$ cat src/rtl/isa_io_cycle_sequencer.sv
// ISA I/O cycle sequencer: drives address/data load pulses and the iow/ior strobe with
// programmable setup/strobe/hold timing. Define IOCHRDY_EN for iochrdy wait states with timeout.
module isa_io_cycle_sequencer #(
  parameter int SETUP_CYC   = 4,
  parameter int STROBE_CYC  = 12,
  parameter int HOLD_CYC    = 2,
  parameter int CNT_W       = 8,
  parameter int TIMEOUT_CYC = 1024
) (
  input  logic        clk,
  input  logic        reset,
  input  logic        req,
  input  logic        rw,
  input  logic [15:0] addr_in,
  input  logic [15:0] wdata_in,
  input  logic [15:0] data_HPS_in,
`ifdef IOCHRDY_EN
  input  logic        iochrdy,
  output logic        timeout,
`endif
  output logic        busy,
  output logic        done,
  output logic [15:0] rdata_out,
  output logic [15:0] address_HPS_out,
  output logic [15:0] data_HPS_out,
  output logic        address_load,
  output logic        data_load,
  output logic        iow,
  output logic        ior
);

  typedef enum logic [2:0] {
    ST_IDLE   = 3'd0,
    ST_LOAD   = 3'd1,
    ST_SETUP  = 3'd2,
    ST_STROBE = 3'd3,
    ST_HOLD   = 3'd4,
    ST_DONE   = 3'd5
  } state_t;

  localparam logic [CNT_W-1:0] CNT_ZERO = {CNT_W{1'b0}};
  localparam logic [CNT_W-1:0] CNT_ONE  = CNT_W'(1);

  if (SETUP_CYC < 1 || STROBE_CYC < 1 || HOLD_CYC < 1 || TIMEOUT_CYC < 1 ||
      SETUP_CYC > (2**CNT_W) - 1 || STROBE_CYC > (2**CNT_W) - 1 ||
      HOLD_CYC > (2**CNT_W) - 1) begin : g_cfg_err
    $error("isa_io_cycle_sequencer: illegal timing parameters");
  end

  state_t           state_r, state_s;
  logic [CNT_W-1:0] cnt_r, cnt_s;
  logic             rw_r, rw_s;
  logic             accept_s;
  logic             strobe_exit_s;
`ifdef IOCHRDY_EN
  localparam int EXT_W = $clog2(TIMEOUT_CYC + 1);
  localparam logic [EXT_W-1:0] EXT_ZERO = {EXT_W{1'b0}};
  localparam logic [EXT_W-1:0] EXT_ONE  = EXT_W'(1);
  localparam logic [EXT_W-1:0] EXT_MAX  = EXT_W'(TIMEOUT_CYC);
  logic [EXT_W-1:0] ext_r, ext_s;
  logic             timeout_s;
`endif

  // Next-state and phase-counter logic; the counter reloads on every state entry.
  always_comb begin
    state_s       = state_r;
    cnt_s         = cnt_r;
    rw_s          = rw_r;
    accept_s      = 1'b0;
    strobe_exit_s = 1'b0;
`ifdef IOCHRDY_EN
    ext_s         = ext_r;
    timeout_s     = 1'b0;
`endif
    case (state_r)
      ST_IDLE: begin
        if (req) begin
          accept_s = 1'b1;
          rw_s     = rw;
          state_s  = ST_LOAD;
          cnt_s    = CNT_ZERO;
        end else begin
          state_s  = ST_IDLE;
        end
      end
      ST_LOAD: begin
        state_s = ST_SETUP;
        cnt_s   = CNT_W'(SETUP_CYC - 1);
      end
      ST_SETUP: begin
        if (cnt_r == CNT_ZERO) begin
          state_s = ST_STROBE;
          cnt_s   = CNT_W'(STROBE_CYC - 1);
`ifdef IOCHRDY_EN
          ext_s   = EXT_ZERO;
`endif
        end else begin
          cnt_s   = cnt_r - CNT_ONE;
        end
      end
      ST_STROBE: begin
        if (cnt_r != CNT_ZERO) begin
          cnt_s = cnt_r - CNT_ONE;
        end else begin
`ifdef IOCHRDY_EN
          // Wait states are only inserted once the programmed strobe time has elapsed.
          if (iochrdy) begin
            strobe_exit_s = 1'b1;
          end else if (ext_r == EXT_MAX) begin
            strobe_exit_s = 1'b1;
            timeout_s     = 1'b1;
          end else begin
            ext_s         = ext_r + EXT_ONE;
          end
`else
          strobe_exit_s = 1'b1;
`endif
        end
        if (strobe_exit_s) begin
          state_s = ST_HOLD;
          cnt_s   = CNT_W'(HOLD_CYC - 1);
        end else begin
          state_s = ST_STROBE;
        end
      end
      ST_HOLD: begin
        if (cnt_r == CNT_ZERO) begin
          state_s = ST_DONE;
          cnt_s   = CNT_ZERO;
        end else begin
          cnt_s   = cnt_r - CNT_ONE;
        end
      end
      ST_DONE: begin
        state_s = ST_IDLE;
        cnt_s   = CNT_ZERO;
      end
      default: begin
        state_s = ST_IDLE;
        cnt_s   = CNT_ZERO;
      end
    endcase
  end

  // State register and registered outputs, decoded from the upcoming state so they align with it.
  always_ff @(posedge clk or negedge reset) begin
    if (!reset) begin
      state_r         <= ST_IDLE;
      cnt_r           <= CNT_ZERO;
      rw_r            <= 1'b0;
      busy            <= 1'b0;
      done            <= 1'b0;
      address_load    <= 1'b0;
      data_load       <= 1'b0;
      iow             <= 1'b1;
      ior             <= 1'b1;
      rdata_out       <= 16'h0000;
      address_HPS_out <= 16'h0000;
      data_HPS_out    <= 16'h0000;
`ifdef IOCHRDY_EN
      ext_r           <= EXT_ZERO;
      timeout         <= 1'b0;
`endif
    end else begin
      state_r      <= state_s;
      cnt_r        <= cnt_s;
      rw_r         <= rw_s;
      busy         <= (state_s != ST_IDLE);
      done         <= (state_s == ST_DONE);
      address_load <= (state_s == ST_LOAD);
      data_load    <= (state_s == ST_LOAD) && rw_s;
      iow          <= !((state_s == ST_STROBE) && rw_s);
      ior          <= !((state_s == ST_STROBE) && !rw_s);
      if (accept_s) begin
        address_HPS_out <= addr_in;
        data_HPS_out    <= wdata_in;
      end
      if (strobe_exit_s && !rw_r) begin
        rdata_out <= data_HPS_in;
      end
`ifdef IOCHRDY_EN
      ext_r <= ext_s;
      if (timeout_s) begin
        timeout <= 1'b1;
      end
`endif
    end
  end

endmodule
$ cat config.mk
export PLATFORM = sky130hd
export DESIGN_NAME = isa_io_cycle_sequencer
export DESIGN_NICKNAME = d
export VERILOG_FILES = /design/src/rtl/isa_io_cycle_sequencer.sv
export SDC_FILE = /design/constraint.sdc
export NUM_CORES = 1
export LEC_CHECK = 0
export ABC_AREA = 1
export BUFFER_PORTS_ARGS = -buffer_cell sky130_fd_sc_hd__buf_4
export CORE_ASPECT_RATIO = 1.5
export CORE_MARGIN = 2
export CORE_UTILIZATION = 40
export CTS_BUF_LIST = sky130_fd_sc_hd__clkbuf_16
export DETAILED_ROUTE_END_ITERATION = 10
export GPL_ROUTABILITY_DRIVEN = 0
export PLACE_DENSITY = 0.67
export SYNTH_ARGS = -nofsm -noshare
export SYNTH_HDL_FRONTEND = slang
export SYNTH_SLANG_ARGS = --single-unit
$ cat constraint.sdc
create_clock -name clk -period 2.09 [get_ports clk]
set_input_delay 0.1045 -clock clk [delete_from_list [all_inputs] [get_ports clk]]
set_output_delay 0.1045 -clock clk [all_outputs]
set_load 0.01 [all_outputs]
# ---- After elaboration in Yosys (flattened, before gate mapping)
# Index checks and enable logic that the tools add are counted.
# Widths: inputs -> output; s select.
dict set report word_totals {
  ff_bits 66
  mem_count 0
  output_inout_bits 54
  ram_bits 0
  latch_bits 0
  romBits 0
  inputBits 52
  wordCells 53
}
dict set report op_classes {
  addsub 1
  div 0
  shift 0
  bitwise_logic 0
  n_lt_le_gt_ge 0
  n_reduce_logical 13
  n_mul 0
  muxes 18
  n_eq_ne 9
}
# operator count
set op_table {}
lappend op_table {{$mux 8} 5}
lappend op_table {{$pmux 8 s5} 1}
lappend op_table {{$pmux 3 s5} 1}
lappend op_table {{$eq 3x2->1 const B} 3}
lappend op_table {{$mux 3} 3}
lappend op_table {{$logic_not 8->1} 1}
lappend op_table {{$mux 1} 8}
lappend op_table {{$reduce_bool 8->1} 1}
lappend op_table {{$sub 8x1->8 const B} 1}
lappend op_table {{$eq 3x1->1 const B} 2}
lappend op_table {{$eq 3x3->1 const B} 2}
lappend op_table {{$logic_and 1x1->1} 4}
lappend op_table {{$logic_not 1->1} 4}
lappend op_table {{$logic_not 3->1} 1}
lappend op_table {{$ne 3x3->1 const B} 1}
lappend op_table {{$reduce_bool 3->1} 1}
lappend op_table {{$ne 2x2->1 const B} 1}
lappend op_table {{$reduce_and 2->1} 1}

# ---- Longest topological paths before layout
# Gate-level depths: netlist (run 1).
dict set report depth {
  depth_word 8
  mapped_depth 9
  mapped_depth_nobuf 9
}

# ---- Least setup slack after synthesis (run 1)
# Ideal clock, no wire load.
dict set report synth_timing {
  path_type {reg2reg}
  start {reg cnt_r[0]}
  end {reg rdata_out[11]}
  period_less_slack_ps 1360
  path_buffers 1
  path_slack_ps 730
  required_ps 1973
  setup_ps 117
  arrival_ps 1243
  path_stages_with_launch 9
  cell_sequence {dfrtp_1 inv_1 ha_1 nand2_2 nor2_8 nand3_4 buf_6 nand2_2 o21ai_2}
}
dict set report synth_between {
  elab_chain_len 5
}
# element line_no
set synth_rtl {}
lappend synth_rtl {{start: declaration} 51} ;# logic [CNT_W-1:0] cnt_r, cnt_s;
lappend synth_rtl {{start signal: assignment} 166} ;# cnt_r <= cnt_s;
lappend synth_rtl {{$reduce_bool 8->1} 102} ;# if (cnt_r != CNT_ZERO) begin
lappend synth_rtl {{$mux 1} 102}
lappend synth_rtl {{$mux 1 (2 in series)} 75} ;# case (state_r)
lappend synth_rtl {{$logic_and 1x1->1} 178} ;# if (strobe_exit_s && !rw_r) begin
lappend synth_rtl {{end signal: assignment} 179} ;# rdata_out <= data_HPS_in;
lappend synth_rtl {{end: declaration} 23} ;# output logic [15:0] rdata_out,
# Every way passes these cells. The select of a mux whose other input is x is not followed.
# A chain may end at the register's enable or synchronous reset.

# ---- Worst setup path in the final report (run 1)
dict set report layout_timing {
  start {reg cnt_r[0]}
  end {reg rdata_out[4]}
}
# Same word-level chain as after synthesis.

==> flow_summary.ini, run 1 <==
[run_status]
status = complete, no violations

[placement]
io_buffers = 105
dpl_cell_area_um2 = 3700
dp_hpwl_um = 4580
place_ws_ns = 0.369
placed_cells = 495

[logic_synthesis]
synthCells = 319
synth_top_area_cell = dfrtp_1
synth_fp_nets = 373
mappedNetlistArea_um2 = 2860
seq_area_frac_synth_pct = 57.8
synth.distinct_cells = 27
ys_warn_count = 0
syn_area_per_cell_um2 = 8.98
synth.area.top_cells = dfrtp_1 56%, nand2_1 18%, o21ai_2 4.9%
yosysTopAreaCellShare_pct = 55.9
synth-seq-cells = 66

[floorplanning]
coreArea_um2 = 6900
die_x_um = 73.1
start_util_pct = 41.5
std_cell_rows = 37
ioPinCount = 106
dieArea_um2 = 7870
fp.dieH_um = 108

[global_routing]
grt_start_max_net_pins = 67
grt_pass1_vias = 2575
grt_overflow = 0
antenna_found_initial = 0
grt_pass1_wl_um = 11700
grt_usage_pct = 19.8

[worst_setup_path]
crit_chain = inv_1, ha_1, nand2_2, nor2_8, nand3_4, nand2_1, o21ai_2
path_max_fanout = 32
worst_setup_path_end_kind = register
crit_family = simple AND/OR/NAND/NOR gates
cp_num_buf_inv = 1
worstSetupStartpointType = register
crit_type = register to register
critPathRequiredTime_ns = 2.29
cpPeakStageDelay_ns = 0.38
cp_data_arrival_time_ns = 1.91
cp_slowest_cell = dfrtp_1

[clocking]
cts_tree = built
clkLatencyLatePin_ns = 0.33
clock-sinks = 66
clock_path_buffers = 2
cts.htree.levels = 3
cts_buffers = 9
cts.reportedPaths.clkPinSlew_ns = 0.05
root_buffer = clkbuf_16
post_cts_buffers = 0

[routing]
wirelength_um = 6990
top_layer_used = met4
drc = 0
wl_met2_um = 3810
ant_nets = 0
num_vias = 2510
via_per_inst = 4.61
dr.pass1.iters = 4
wirelength_met1_um = 2620
wl_per_cell_um = 12.8
met3_length_um = 354
drt_iter0_drc = 129

[layout]
utilization_pct = 63.0
multi_input_area_um2 = 1010
nNetsFinal = 516
stdcell_count = 545
nFillCells = 561
ff_latch_area_um2 = 1650
drive_above_1_share_pct = 32.5
diodes = 0
syn_to_final_growth_pct = 51.8
final_cell_area_um2 = 4350

[power]
p_sw_mw = 2.27
power.share.clock_pct = 24.8
intPower_mw = 4.03
power_leakage_nw = 2.37
seq_power_share_pct = 34.5
powerDensity_nw_per_um2 = 1450
switching_share_pct = 36.0
ir_worst_vdd_mv = 0.802
comb_power_share_pct = 40.7

[timing]
setup_violations = 0
rsz0062_at_grt = no
worst-slew-pin-transition_ns = 0.819
finalSetupTns_ns = 0
fin_crit_sh_pct = 81.8
fin_ws_ns = 0.380
max_freq_ghz = 0.585
fin_crit_ns = 1.71
fin_skew_ns = 0.00519
slew_violations = 0
max_slew_margin_pct = 45.4
finalHoldViolations = 0

[min_path]
holdCritPathClass = primary input to register

[job]
max_cap_violations = 0
[power by group through the flow]
stage	combinational (mW)	sequential, mW	clock (mW)
2_1_floorplan	1.25	2.35	0
3_3_place_gp	2.46	2.17	0
3_5_place_dp	2.52	2.17	0
4_1_cts	2.57	2.16	1.59
5_1_grt	2.89	2.24	1.66
6_report	2.56	2.17	1.56
[kinds of logic after synthesis]
group	share of synthesized area, %
AO/OA/AOI/OAI	7.91
adder cells (fa/ha/maj)	0.874
flip-flops	57.8
buffers and inverters	6.95
AND/OR/NAND/NOR	25.6
XOR/XNOR	0.918
[sequential cells by signal, summed over array words and instances, names as in the netlist]
name	flops
rw_r	1
busy	1
data_load	1
done	1
ior	1
iow	1
address_HPS_out	16
data_HPS_out	16
cnt_r	8
address_load	1
state_r	3
rdata_out	16
[layout make-up]
class,count,area share [%]
clock buffer,9,5.18
clock inverter,7,1.96
inverter,35,3.02
multi-input combinational,209,23.3
sequential,66,38.0
tap,78,2.24
timing repair buffer,141,26.3
[stage by stage]
stage          hold slack [ns]  power [mW]
2_1_floorplan           -0.191        3.60
3_3_place_gp             0.256        4.63
3_5_place_dp             0.257        4.68
4_1_cts                 0.0118        6.33
5_1_grt                 0.0194        6.78
6_report                0.0210        6.29
[synthesized netlist by cell type]
| master | n |
|---|---|
| inv_2 | 1 |
| clkbuf_1 | 3 |
| nand3_1 | 8 |
| dfstp_2 | 2 |
| nor2_8 | 1 |
| a21oi_1 | 2 |
| o211ai_1 | 1 |
| nand2_2 | 6 |
| nand2_1 | 137 |
| nor2_4 | 1 |
| buf_6 | 3 |
| nand3_2 | 1 |
| nand4_1 | 1 |
| o21ai_2 | 16 |
| inv_1 | 34 |
| nand3_4 | 1 |
| nor3_1 | 1 |
| xor2_1 | 3 |
| o22ai_1 | 1 |
| nand3b_1 | 1 |
| o21ai_0 | 8 |
| ha_1 | 2 |
| o21bai_1 | 3 |
| dfrtp_1 | 64 |
| buf_4 | 3 |
| nor2_1 | 12 |
| nor2_2 | 3 |
[metal layers]
layer / vias to the layer above / global-route usage, %
li1: 1260 / -
met2: 72 / 33.3
met4: 0 / 10.6
met3: 17 / 5.43
met1: 1161 / 22.3
met5: - / 0
[worst paths after layout]
path | cells past startpoint | startpoint | to | slack (ns)
setup reg to reg | 7 | cnt_r[0] | rdata_out[4] | 0.38
hold reg to reg | 2 | data_HPS_out[7] | data_HPS_out[7] | 0.48
setup / recovery | 7 | cnt_r[0] | rdata_out[4] | 0.38
max in group asynchronous | 2 | reset | rdata_out[3] | 1.14
hold / removal | 3 | data_HPS_in[11] | rdata_out[11] | 0.02
min in group asynchronous | 2 | reset | address_HPS_out[3] | 0.41
[worst min-delay path, stage by stage]
cell and delay [ns]:
buf_4 0.11, inv_1 0.06, o21ai_2 0.05
[repair_timing]
action / 4_1_cts / 5_1_grt
resized for setup: 0 / 0
hold buffers: 34 / 0
endpoints found under the setup margin: 0 / 0
endpoints found under the hold margin: 97 / 0
[cell usage in the layout (no fill, tap or decap), types with 6 or more instances in the layout]
master         count
dfrtp_1           64
o21ai_0            8
nand3_1            8
buf_4            107
inv_1             35
clkbuf_16          9
nand2_1          137
dlygate4sd3_1     34
nand2_2            6
o21ai_2           16
nor2_1            12
Note: power is estimated with default switching activity, not from simulation.
==> inputs of run 2 (changes only) <==
--- a/config.mk
+++ b/config.mk
@@ -13,7 +13,7 @@
 export CTS_BUF_LIST = sky130_fd_sc_hd__clkbuf_16
 export DETAILED_ROUTE_END_ITERATION = 10
 export GPL_ROUTABILITY_DRIVEN = 0
-export PLACE_DENSITY = 0.67
+export PLACE_DENSITY = 0.7
 export SYNTH_ARGS = -nofsm -noshare
 export SYNTH_HDL_FRONTEND = slang
 export SYNTH_SLANG_ARGS = --single-unit
==> constraint.sdc (replaced) <==
create_clock -name clk -period 1.56 [get_ports clk]
set_input_delay 0.078 -clock clk [delete_from_list [all_inputs] [get_ports clk]]
set_output_delay 0.078 -clock clk [all_outputs]
set_load 0.01 [all_outputs]
==> run 2 against run 1 <==
  * Global-route usage fell by 0.85 points
  * Wire length fell by 0.29%
  * Final cell count rose by 0.73%
  * Clock skew fell by 0.00098 ns
  * Die area did not move
  * First-iteration DRC count fell by 1.6%
  * Critical path depth rose by 1
  * Worst hold slack got worse by 0.013 ns
  * Clock power rose by 12%
==> flow_summary.ini, run 2 (synthesis results as in run 1) <==
[run_status]
status = complete, no violations

[timing]
fin_skew_ns = 0.00421
finalHoldViolations = 0
fin_crit_sh_pct = 91.8
fin_crit_ns = 1.43
setup_violations = 0
whs_ns = 0.00845
slew_violations = 0
worst-slew-pin-transition_ns = 0.427
max_freq_ghz = 0.698
finalSetupTns_ns = 0
rsz0062_at_grt = no
max_slew_margin_pct = 71.5

[placement]
io_buffers = 105
dp_hpwl_um = 4770

[routing]
dr.pass1.iters = 4
drc = 0
wirelength_met1_um = 2630
num_vias = 2567
ant_nets = 0
drt_iter0_drc = 127
wl_per_cell_um = 12.7
top_layer_used = met4
met3_length_um = 251
wl_met2_um = 3910
wirelength_um = 6970
via_per_inst = 4.68

[worst_setup_path]
worst_setup_path_end_kind = register
critPathRequiredTime_ns = 1.77
r2r_slack_ns = 0.13
path_max_fanout = 32
crit_type = register to register
cp_data_arrival_time_ns = 1.64
worstSetupStartpointType = register

[min_path]
holdCritPathClass = primary input to register

[job]
max_cap_violations = 0

[floorplanning]
coreArea_um2 = 6900
dieArea_um2 = 7870
ioPinCount = 106
die_x_um = 73.1
start_util_pct = 41.5
fp.dieH_um = 108
std_cell_rows = 37

[global_routing]
grt_pass1_vias = 2606
grt_pass1_wl_um = 11500
grt_start_max_net_pins = 35
grt_overflow = 0
grt_usage_pct = 19.0
antenna_found_initial = 0

[layout]
nNetsFinal = 520
syn_to_final_growth_pct = 52.6
nFillCells = 562
layout_commonest_cell = nand2_1
largest_registers = address_HPS_out (16), data_HPS_out (16), rdata_out (16)
drive_above_1_share_pct = 33.1
diodes = 0
layout_common_cells = 137 x nand2_1, 107 x buf_4, 64 x dfrtp_1

[power]
switching_share_pct = 37.1
power_leakage_nw = 2.37
power.share.clock_pct = 21.4
powerDensity_nw_per_um2 = 1860
intPower_mw = 5.11
ir_worst_vdd_mv = 1.12
comb_power_share_pct = 42.8
seq_power_share_pct = 35.8
p_sw_mw = 3.02

[clocking]
post_cts_buffers = 0
cts.reportedPaths.clkPinSlew_ns = 0.05
clock_path_buffers = 2
cts_buffers = 9
cts.htree.levels = 3
clock-sinks = 66
clkLatencyLatePin_ns = 0.32
root_buffer = clkbuf_16
cts_tree = built
==> run 2: changes by cell type in the layout (fill, tap and decap cells not counted), sizes merged <==
cell / before / now
clkinv: 4 / 5
inv: 36 / 35
dlygate4sd3: 34 / 35
bufinv: 2 / 0
clkinvlp: 0 / 2
buf: 107 / 110
==> run 2: metal layers <==
layer | up-vias | global-route usage [%]
met1 | 1224 | 20.2
met2 | 61 | 34.1
met3 | 14 | 5.15
met4 | 0 | 7.94
li1 | 1268 | -
met5 | - | 0
==> run 2: per-stage QoR <==
stage | utilization (%) | std cells | total power [mW] | setup slack (ns) | area [µm²]
after floorplan | - | 319 | 4.82 | 0.200 | 2860
after global placement | 54.5 | 498 | 6.25 | 0.120 | 3760
after detailed placement | 54.5 | 498 | 6.34 | 0.0710 | 3760
after CTS | 63.3 | 549 | 8.21 | 0.0598 | 4370
after global routing | 63.3 | 549 | 8.76 | 0.0156 | 4370
final | 63.3 | 549 | 8.13 | 0.128 | 4370
==> run 2: repair_timing <==
action                                  CTS  global route
endpoints found under the setup margin    0            17
hold buffers                             35             0
endpoints found under the hold margin    66             0
gates resized for setup                   0             1
==> run 2: power by group through the flow <==
stage,Sequential (mW),Clock [mW],Combinational [mW]
6_report,2.91,1.74,3.48
4_1_cts,2.91,1.79,3.51
5_1_grt,3.00,1.86,3.90
2_1_floorplan,3.14,0,1.68
3_3_place_gp,2.91,0,3.34
3_5_place_dp,2.91,0,3.42
==> run 2: path summary, 6_finish.rpt <==
path,startpoint,depth (start not counted),to
min,data_HPS_in[2],3,rdata_out[2]
min reg2reg,data_HPS_out[12],2,data_HPS_out[12]
max reg2reg,cnt_r[0],8,rdata_out[6]
max,cnt_r[0],8,rdata_out[6]
max in group asynchronous,reset,3,ior
min in group asynchronous,reset,2,data_HPS_out[9]
==> run 2: cell type report <==
| cell class | count | area, µm² | area share [%] |
|---|---|---|---|
| tap | 78 | 97.6 | 2.23 |
| sequential | 66 | 1650 | 37.9 |
| inverter | 35 | 131 | 3.01 |
| clock inverter | 7 | 36.3 | 0.830 |
| multi-input combinational | 209 | 1010 | 23.1 |
| timing repair buffer | 145 | 1210 | 27.8 |
| clock buffer | 9 | 225 | 5.15 |
==> run 2: worst max-delay path, cell delays in order, from the launching register on <==
cell	delay, ns
dfrtp_1	0.40
inv_2	0.09
ha_1	0.16
nand2_2	0.09
nor2_8	0.16
nand3_4	0.09
buf_12	0.18
nand2_1	0.09
o21ai_2	0.05
==> inputs of run 3 (changes only) <==
--- a/config.mk
+++ b/config.mk
@@ -7,13 +7,15 @@
 export LEC_CHECK = 0
 export ABC_AREA = 1
 export BUFFER_PORTS_ARGS = -buffer_cell sky130_fd_sc_hd__buf_4
+export CELL_PAD_IN_SITES_DETAIL_PLACEMENT = 1
+export CELL_PAD_IN_SITES_GLOBAL_PLACEMENT = 1
 export CORE_ASPECT_RATIO = 1.5
 export CORE_MARGIN = 2
-export CORE_UTILIZATION = 40
+export CORE_UTILIZATION = 32
 export CTS_BUF_LIST = sky130_fd_sc_hd__clkbuf_16
 export DETAILED_ROUTE_END_ITERATION = 10
 export GPL_ROUTABILITY_DRIVEN = 0
-export PLACE_DENSITY = 0.7
+export PLACE_DENSITY_LB_ADDON = 0.3
 export SYNTH_ARGS = -nofsm -noshare
 export SYNTH_HDL_FRONTEND = slang
 export SYNTH_SLANG_ARGS = --single-unit
==> run 3 against run 2 <==
  * Fmax is 1.9% lower
  * Die area is 24% higher
  * Register-to-register slack worse by 0.03 ns
  * Design area increased by 2.6%
  * Non-clock buffer count rose by 10
  * Critical path type unchanged
  * Critical endpoint is now rdata_out[7]
  * Largest power group unchanged
==> flow_summary.ini, run 3 (synthesis results as in run 1) <==
[worst_setup_path]
critPathRequiredTime_ns = 1.78
r2r-start = cnt_r[0]
cpPeakStageDelay_ns = 0.40
r2r_slack_ns = 0.1
r2r.worst_path.cells = 8
cp_slowest_cell = dfrtp_1
crit_chain = inv_1, ha_1, nand2_2, nor2_8, nand3_4, buf_12, nand2_1, o21ai_2
path_max_fanout = 32
r2r-end = rdata_out[7]
cp_data_arrival_time_ns = 1.68
crit_type = register to register
worst_setup_path_end_kind = register
worstSetupStartpointType = register

[placement]
dp_hpwl_um = 5680
placed_cells = 532
dpl_cell_area_um2 = 3810
io_buffers = 105

[clocking]
clock_path_buffers = 2
clkLatencyLatePin_ns = 0.33
cts_buffers = 9
clock-sinks = 66
cts.htree.levels = 3
cts_tree = built
cts.reportedPaths.clkPinSlew_ns = 0.05
root_buffer = clkbuf_16

[min_path]
min_from = data_HPS_in[8]
holdPathEnd = rdata_out[8]
holdCritPathClass = primary input to register
hold-path-cell-count = 3

[global_routing]
grt_usage_pct = 19.2
grt_start_max_net_pins = 36
grt_pass1_wl_um = 13900
grt_overflow = 0
antenna_found_initial = 0
grt_pass1_vias = 2927

[power]
power_leakage_nw = 2.43
comb_power_share_pct = 44.3
switching_share_pct = 37.8
powerDensity_nw_per_um2 = 1850
seq_power_share_pct = 35.2
power.share.clock_pct = 20.4
total_power_mw = 8.30
intPower_mw = 5.16
ir_worst_vdd_mv = 1.07
p_sw_mw = 3.13

[floorplanning]
ioPinCount = 106
die_x_um = 81.2
std_cell_rows = 42
dieArea_um2 = 9740
start_util_pct = 32.6
fp.dieH_um = 120
coreArea_um2 = 8780

[run_status]
status = complete, no violations

[timing]
setup_violations = 0
fin_crit_ns = 1.46
finalHoldViolations = 0
max_slew_margin_pct = 71.1
finalSetupTns_ns = 0
slew_violations = 0
max_freq_ghz = 0.685
rsz0062_at_grt = no
worst-slew-pin-transition_ns = 0.434
fin_skew_ns = 0.00456
fin_crit_sh_pct = 93.6

[layout]
syn_to_final_growth_pct = 56.5
layout_common_cells = 137 x nand2_1, 112 x buf_4, 64 x dfrtp_1
drive_above_1_share_pct = 33.1
layout_commonest_cell = nand2_1
stdcell_count = 588
nFillCells = 996
nNetsFinal = 530
final_cell_area_um2 = 4480
diodes = 0
largest_registers = address_HPS_out (16), data_HPS_out (16), rdata_out (16)
utilization_pct = 51.1

[routing]
drt_iter0_drc = 121
wl_per_cell_um = 14.9
via_per_inst = 4.51
wirelength_um = 8740
drc = 0
dr.pass1.iters = 4
ant_nets = 0
num_vias = 2652

[job]
max_cap_violations = 0
==> run 3: changes by cell type in the layout (fill, tap and decap cells not counted), sizes merged <==
cell         before  now
buf             110  115
clkinvlp          2    0
dlygate4sd3      35   40
inv              35   38
clkinv            5    1
==> run 3: worst max-delay path: cells and delay by family, from the launching register on <==
kind / cells / cell delay [ns]
buffers and inverters: 2 / 0.27
and+or+nand+nor: 4 / 0.46
adders and majority gates: 1 / 0.16
DFF: 1 / 0.40
AOI/OAI and AO/OA: 1 / 0.05
==> run 3: layer usage <==
| layer | track usage (%) | routed length, µm | up-vias |
|---|---|---|---|
| li1 | - | - | 1282 |
| met1 | 19.4 | 3180 | 1287 |
| met2 | 36.4 | 5050 | 65 |
| met3 | 3.31 | 301 | 18 |
| met4 | 9.22 | 208 | 0 |
| met5 | 0 | 0 | - |
==> run 3: final cells by class <==
class | count | area [µm²] | area share, %
inverter | 35 | 134 | 2.99
sequential | 66 | 1650 | 36.9
tap | 110 | 138 | 3.07
clock inverter | 4 | 16.3 | 0.363
clock buffer | 9 | 225 | 5.02
multi-input combinational | 209 | 1010 | 22.6
timing repair buffer | 155 | 1300 | 29.0
==> run 3: worst max path at each step <==
stage          depth (start not counted)            end  startpoint
2_1_floorplan                          8  rdata_out[11]    cnt_r[0]
3_3_place_gp                           8   rdata_out[3]    cnt_r[0]
3_5_place_dp                           8  rdata_out[15]    cnt_r[0]
4_1_cts                                7       cnt_r[6]    cnt_r[0]
5_1_grt                                8   rdata_out[7]    cnt_r[1]
6_report                               8   rdata_out[7]    cnt_r[0]
==> run 3: through the flow <==
step,setup WS [ns],hold slack [ns]
after floorplan,0.200,-0.218
after global placement,0.124,0.0591
after detailed placement,0.0879,0.0537
final,0.0995,0.00568
after CTS,0.0816,0.00132
after global routing,0.00158,0.00915
==> run 3: timing repair <==
action | in CTS | in global routing
setup endpoints to repair | 0 | 10
hold buffers | 40 | 0
endpoints found under the hold margin | 70 | 0
gates resized for setup | 0 | 2
setup buffers | 0 | 3
==> run 3: power by group through the flow <==
stage	sequential (mW)	clock, mW	combinational (mW)
floorplan	3.14	0	1.68
global placement	2.91	0	3.45
detailed placement	2.94	0	3.55
CTS	2.93	1.74	3.66
global route	3.01	1.79	4.12
finish	2.92	1.70	3.68
